<file path="config.mk">
export PLATFORM = sky130hd
export DESIGN_NAME = count_capture_fifo
export DESIGN_NICKNAME = d
export VERILOG_FILES = /design/src/rtl/count_capture_fifo.sv
export SDC_FILE = /design/constraint.sdc
export NUM_CORES = 1
export LEC_CHECK = 0
export ABC_AREA = 1
export BUFFER_PORTS_ARGS = -buffer_cell sky130_fd_sc_hd__clkbuf_2
export CAP_MARGIN = 0
export CELL_PAD_IN_SITES_DETAIL_PLACEMENT = 0
export CELL_PAD_IN_SITES_GLOBAL_PLACEMENT = 1
export CORE_MARGIN = 2
export CORE_UTILIZATION = 32
export CTS_CLUSTER_SIZE = 10
export DETAILED_ROUTE_END_ITERATION = 12
export PLACE_DENSITY = 0.65
export SYNTH_ARGS = -nofsm -noshare
export SYNTH_HDL_FRONTEND = slang
export SYNTH_SLANG_ARGS = --single-unit
</file>
<file path="constraint.sdc">
create_clock -name clk -period 3.3 [get_ports clk]
set_clock_uncertainty 0.15 [all_clocks]
set_input_delay 0.165 -clock clk [delete_from_list [all_inputs] [get_ports clk]]
set_output_delay 0.165 -clock clk [all_outputs]
set_load 0.01 [all_outputs]
</file>
<file path="src/rtl/count_capture_fifo.sv">
// count_capture_fifo
//   Captures the live counter value into a small first-word-fall-through FIFO
//   whenever a manual capture is requested or the counter overflow flag rises.
//   Each entry is {cap_tag, ovf_tag, count}. Events arriving while the FIFO
//   is full (and no pop frees a slot) are dropped.
//
//   Optional feature: define COUNT_CAPTURE_DROP_CNT_EN to build the saturating
//   drop counter; without it drop_cnt is tied to 0.
//
// Ports
//   clk        : clock, rising edge
//   reset      : asynchronous, active-high reset
//   count      : live counter value (WIDTH bits)
//   overflow   : counter overflow flag (level)
//   capture    : manual snapshot request
//   out_ready  : consumer accepts the head entry
//   out_valid  : head entry present
//   out_data   : head entry {cap_tag, ovf_tag, count}
//   level      : number of stored entries
//   full       : level == DEPTH
//   empty      : level == 0
//   drop_cnt   : saturating count of events lost while full
module count_capture_fifo #(
  parameter int WIDTH = 8,
  parameter int DEPTH = 4
) (
  input  logic                     clk,
  input  logic                     reset,
  input  logic [WIDTH-1:0]         count,
  input  logic                     overflow,
  input  logic                     capture,
  input  logic                     out_ready,
  output logic                     out_valid,
  output logic [WIDTH+1:0]         out_data,
  output logic [$clog2(DEPTH):0]   level,
  output logic                     full,
  output logic                     empty,
  output logic [7:0]               drop_cnt
);

  localparam int AW = $clog2(DEPTH);
  localparam logic [AW:0] LVL_FULL = (AW+1)'(DEPTH);

  logic [WIDTH+1:0] mem [DEPTH];
  logic [AW-1:0]    wr_ptr;
  logic [AW-1:0]    rd_ptr;
  logic [AW:0]      level_q;
  logic             ovf_q;

  logic ovf_rise;
  logic evt;
  logic pop;
  logic push;

  assign ovf_rise = overflow & ~ovf_q;
  assign evt      = capture | ovf_rise;

  // Status comes purely from the registered level.
  assign level     = level_q;
  assign out_valid = (level_q != '0);
  assign empty     = (level_q == '0);
  assign full      = (level_q == LVL_FULL);
  assign out_data  = mem[rd_ptr];

  assign pop  = out_valid & out_ready;
  // A pop in the same cycle frees the slot a full FIFO needs for the push.
  assign push = evt & (~full | pop);

  always_ff @(posedge clk) begin
    if (push) begin
      mem[wr_ptr] <= {capture, ovf_rise, count};
    end
  end

  always_ff @(posedge clk or posedge reset) begin
    if (reset) begin
      wr_ptr  <= '0;
      rd_ptr  <= '0;
      level_q <= '0;
      ovf_q   <= 1'b0;
    end else begin
      ovf_q <= overflow;
      if (push) begin
        wr_ptr <= wr_ptr + 1'b1;
      end
      if (pop) begin
        rd_ptr <= rd_ptr + 1'b1;
      end
      case ({push, pop})
        2'b10:   level_q <= level_q + 1'b1;
        2'b01:   level_q <= level_q - 1'b1;
        default: level_q <= level_q;
      endcase
    end
  end

`ifdef COUNT_CAPTURE_DROP_CNT_EN
  logic       drop;
  logic [7:0] drop_q;

  assign drop     = evt & full & ~pop;
  assign drop_cnt = drop_q;

  always_ff @(posedge clk or posedge reset) begin
    if (reset) begin
      drop_q <= '0;
    end else if (drop && (drop_q != '1)) begin
      drop_q <= drop_q + 8'd1;
    end
  end
`else
  assign drop_cnt = '0;
`endif

endmodule
</file>
==> impl_results.md <==
- Outcome: finished, final reports clean
- First-pass GRT wire length: 6110 um
- Clock Latency Late Sink: 300 ps
- Overall Power: 2.16 mW
- Int Power: 1.36 mW
- Proportion of layout cells with a drive suffix above 1: 20.9%
- Startpoint types: input port
- FF-to-FF Start: level[0]
- Overflow after GRT: 0
- Clock share of power: 19.7%
- Nets: 248
- Core area: 6350 um2
- Drc violations: 0
- CTS buffer count: 5
- Top FF cell, synth: edfxtp_1
- Total global-route track usage: 10.9%
- Seq cells post-synth: 48
- Final core utilization: 39.9%
- Number of synthesized flops with an enable pin: 40
- Crit path max fanout: 7
- Inserted Diodes: 0
- Sw Ratio: 36.9%
- TNS Setup: 0 ps
- Library cells used by synthesis: 23
- Leakage power: 1.06 nW
- Min Clock Period, post-route: 2040 ps
- Min Hold Slack: 187 ps
- Mapped cell area: 2110 um2
- Vias: 1324
- Max Slew Vio Count: 0
- # IOs: 37
- Mapped Cells: 184
- Initial antenna violation count: 0
- RSZ-0062 raised after global routing: no
- Hpwl dp: 2460 um
- Synthesis-to-finish area growth: 20.1%
- Die Width: 85.2 um
- Routed vias/inst: 4.31
- Pwr Density: 852 nW/um2
- Fmax: 491 MHz
- WL final: 3670 um
- Synth top cells by count: 40 x edfxtp_1, 35 x nor2_1, 29 x o21ai_1
- RR Endpoint: level[2]
- DRT iter0 DRCs: 62
- Power share of the combinational group: 37.6%
- Largest net degree at the start of global routing: 23
- R2R Setup Slk: 1320 ps
- Crit end category: register
- Vias in the first global route: 1240
- Worst r2r path cells: 10
- Sequential area share after synthesis: 66.4%
- Clk buf depth: 2
- Wire per inst: 12.0 um
- Final Hold Fails: 0
- Post-CTS Setup Bufs: 0
- Count leader, synth: edfxtp_1
- Row count: 29
- Setup WS post-layout: 1260 ps
- Critical path type: in -> reg
- Synth async-reset ratio: 16.7%
- Clock Pin Slew Worst Setup and Hold Paths: 90 ps
- Pre-antenna DRT Iters: 4
- Largest vdd supply drop: 314 uV
- H-tree depth: 2
- Sequential Power Share: 42.7%
- Final period util: 61.7%
- HP Class: in -> async
- Root buffer cell: clkbuf_8
- Max_cap viols: 0
- Syn Area/Cell: 11.5 um2
- Die H: 85.2 um
- Routability cong.: 0.705
- Top cells by area, synth: edfxtp_1 57%, dfrtp_1 9.5%, o21ai_1 6.9%, nor2_1 6.2%, buf_4 3.2%
- Clock Sinks: 48
- NetSw: 0.797 mW
- Top cell type's share of synthesized area: 56.9%
- Initial Utilization: 33.2%
- WP data arrival: 2080 ps
- Port buffer count: 28
- Die area: 7260 um2
- Required time of the critical path: 3350 ps
- DP Worst Slack: 1320 ps
- Yosys warns: 0
- CTS tree: built
- Setup-failing EPs final: 0
- Antenna Nets Post-Route: 0
- Largest area contributor in the netlist: edfxtp_1
[per-stage QoR]
step	instances	cell area, um2
global placement	287	2300
global route	307	2530
finish	307	2530
detailed placement	287	2300
floorplan	191	2140
CTS	307	2530
[how the worst max path moves through the flow]
stage	slack [ps]	endpoint	from
2_1_floorplan	1390	level[2]	level[0]
3_3_place_gp	1360	level[2]	level[0]
3_5_place_dp	1320	level[2]	level[0]
4_1_cts	1240	out_data[9]	rd_ptr[0]
5_1_grt	1130	out_data[9]	rd_ptr[0]
6_report	1260	level[2]	capture
[critical path, stage by stage]
cell and delay, ps:
dlygate4sd3_1 530, clkbuf_2 150, o21bai_2 240, nand2_4 120, ha_1 170, inv_1 70
fa_1 370, nand2_1 100, nand3_1 70, nand2_1 60, nand2_1 40
[kinds of logic (layout without fill, tap and decap cells)]
logic type	after synthesis	count (layout)	share of synthesized area, %
and+or+nand+nor	63	63	12.6
buffers and inverters	33	72	8.65
xor gates and xnor gates	1	1	0.415
adders and majority gates	6	6	3.91
AOI/OAI and AO/OA	32	32	7.88
other	1	8	0.178
DFF	48	48	66.4
[flip-flops by register name (all words and copies together) (netlist names)]
| signal | cells |
|---|---|
| wr_ptr | 2 |
| rd_ptr | 2 |
| mem | 40 |
| level | 3 |
| ovf_q | 1 |
[layer usage]
metal | routed length, um | global-route usage, % | up-vias
met5 | 0 | 0 | -
met4 | 63 | 4.33 | 0
met3 | 131 | 2.53 | 6
met2 | 1820 | 17.9 | 27
met1 | 1660 | 14.0 | 601
li1 | - | - | 690
[cells in the final DEF (no fill, tap or decap), drive strengths merged]
| cell type | instances |
|---|---|
| nand4 | 1 |
| bufinv | 1 |
| clkbuf | 33 |
| nor3 | 1 |
| dlygate4sd3 | 12 |
| nand3 | 6 |
| fa | 1 |
| ha | 5 |
| dfrtp | 8 |
| o21ai | 31 |
| conb | 8 |
| edfxtp | 40 |
| clkinvlp | 1 |
| o21bai | 1 |
| nor2 | 36 |
| buf | 5 |
| inv | 20 |
| xnor2 | 1 |
| nand2 | 19 |
[timing repair]
item,4_1_cts,5_1_grt
gates resized for setup,0,0
setup endpoints to repair,0,0
hold buffers,12,0
hold endpoints to repair,47,0
[power groups by stage]
stage	clock network (mW)	logic [mW]	registers, mW
final	0.426	0.811	0.923
after global routing	0.467	0.926	0.944
after CTS	0.440	0.847	0.925
after detailed placement	0	0.832	0.939
after global placement	0	0.821	0.936
after floorplan	0	0.585	0.920
[cell type report]
class                   instances  area, um2
fillers                       626       3810
flip-flops and latches         48       1400
multi-input cells             110        553
repair buffers                 45        298
well taps                      77       96.3
inverters                      19       71.3
clock buffers                   5       68.8
clock inverters                 3       46.3
No activity file was read; power rests on OpenSTA's default activity.
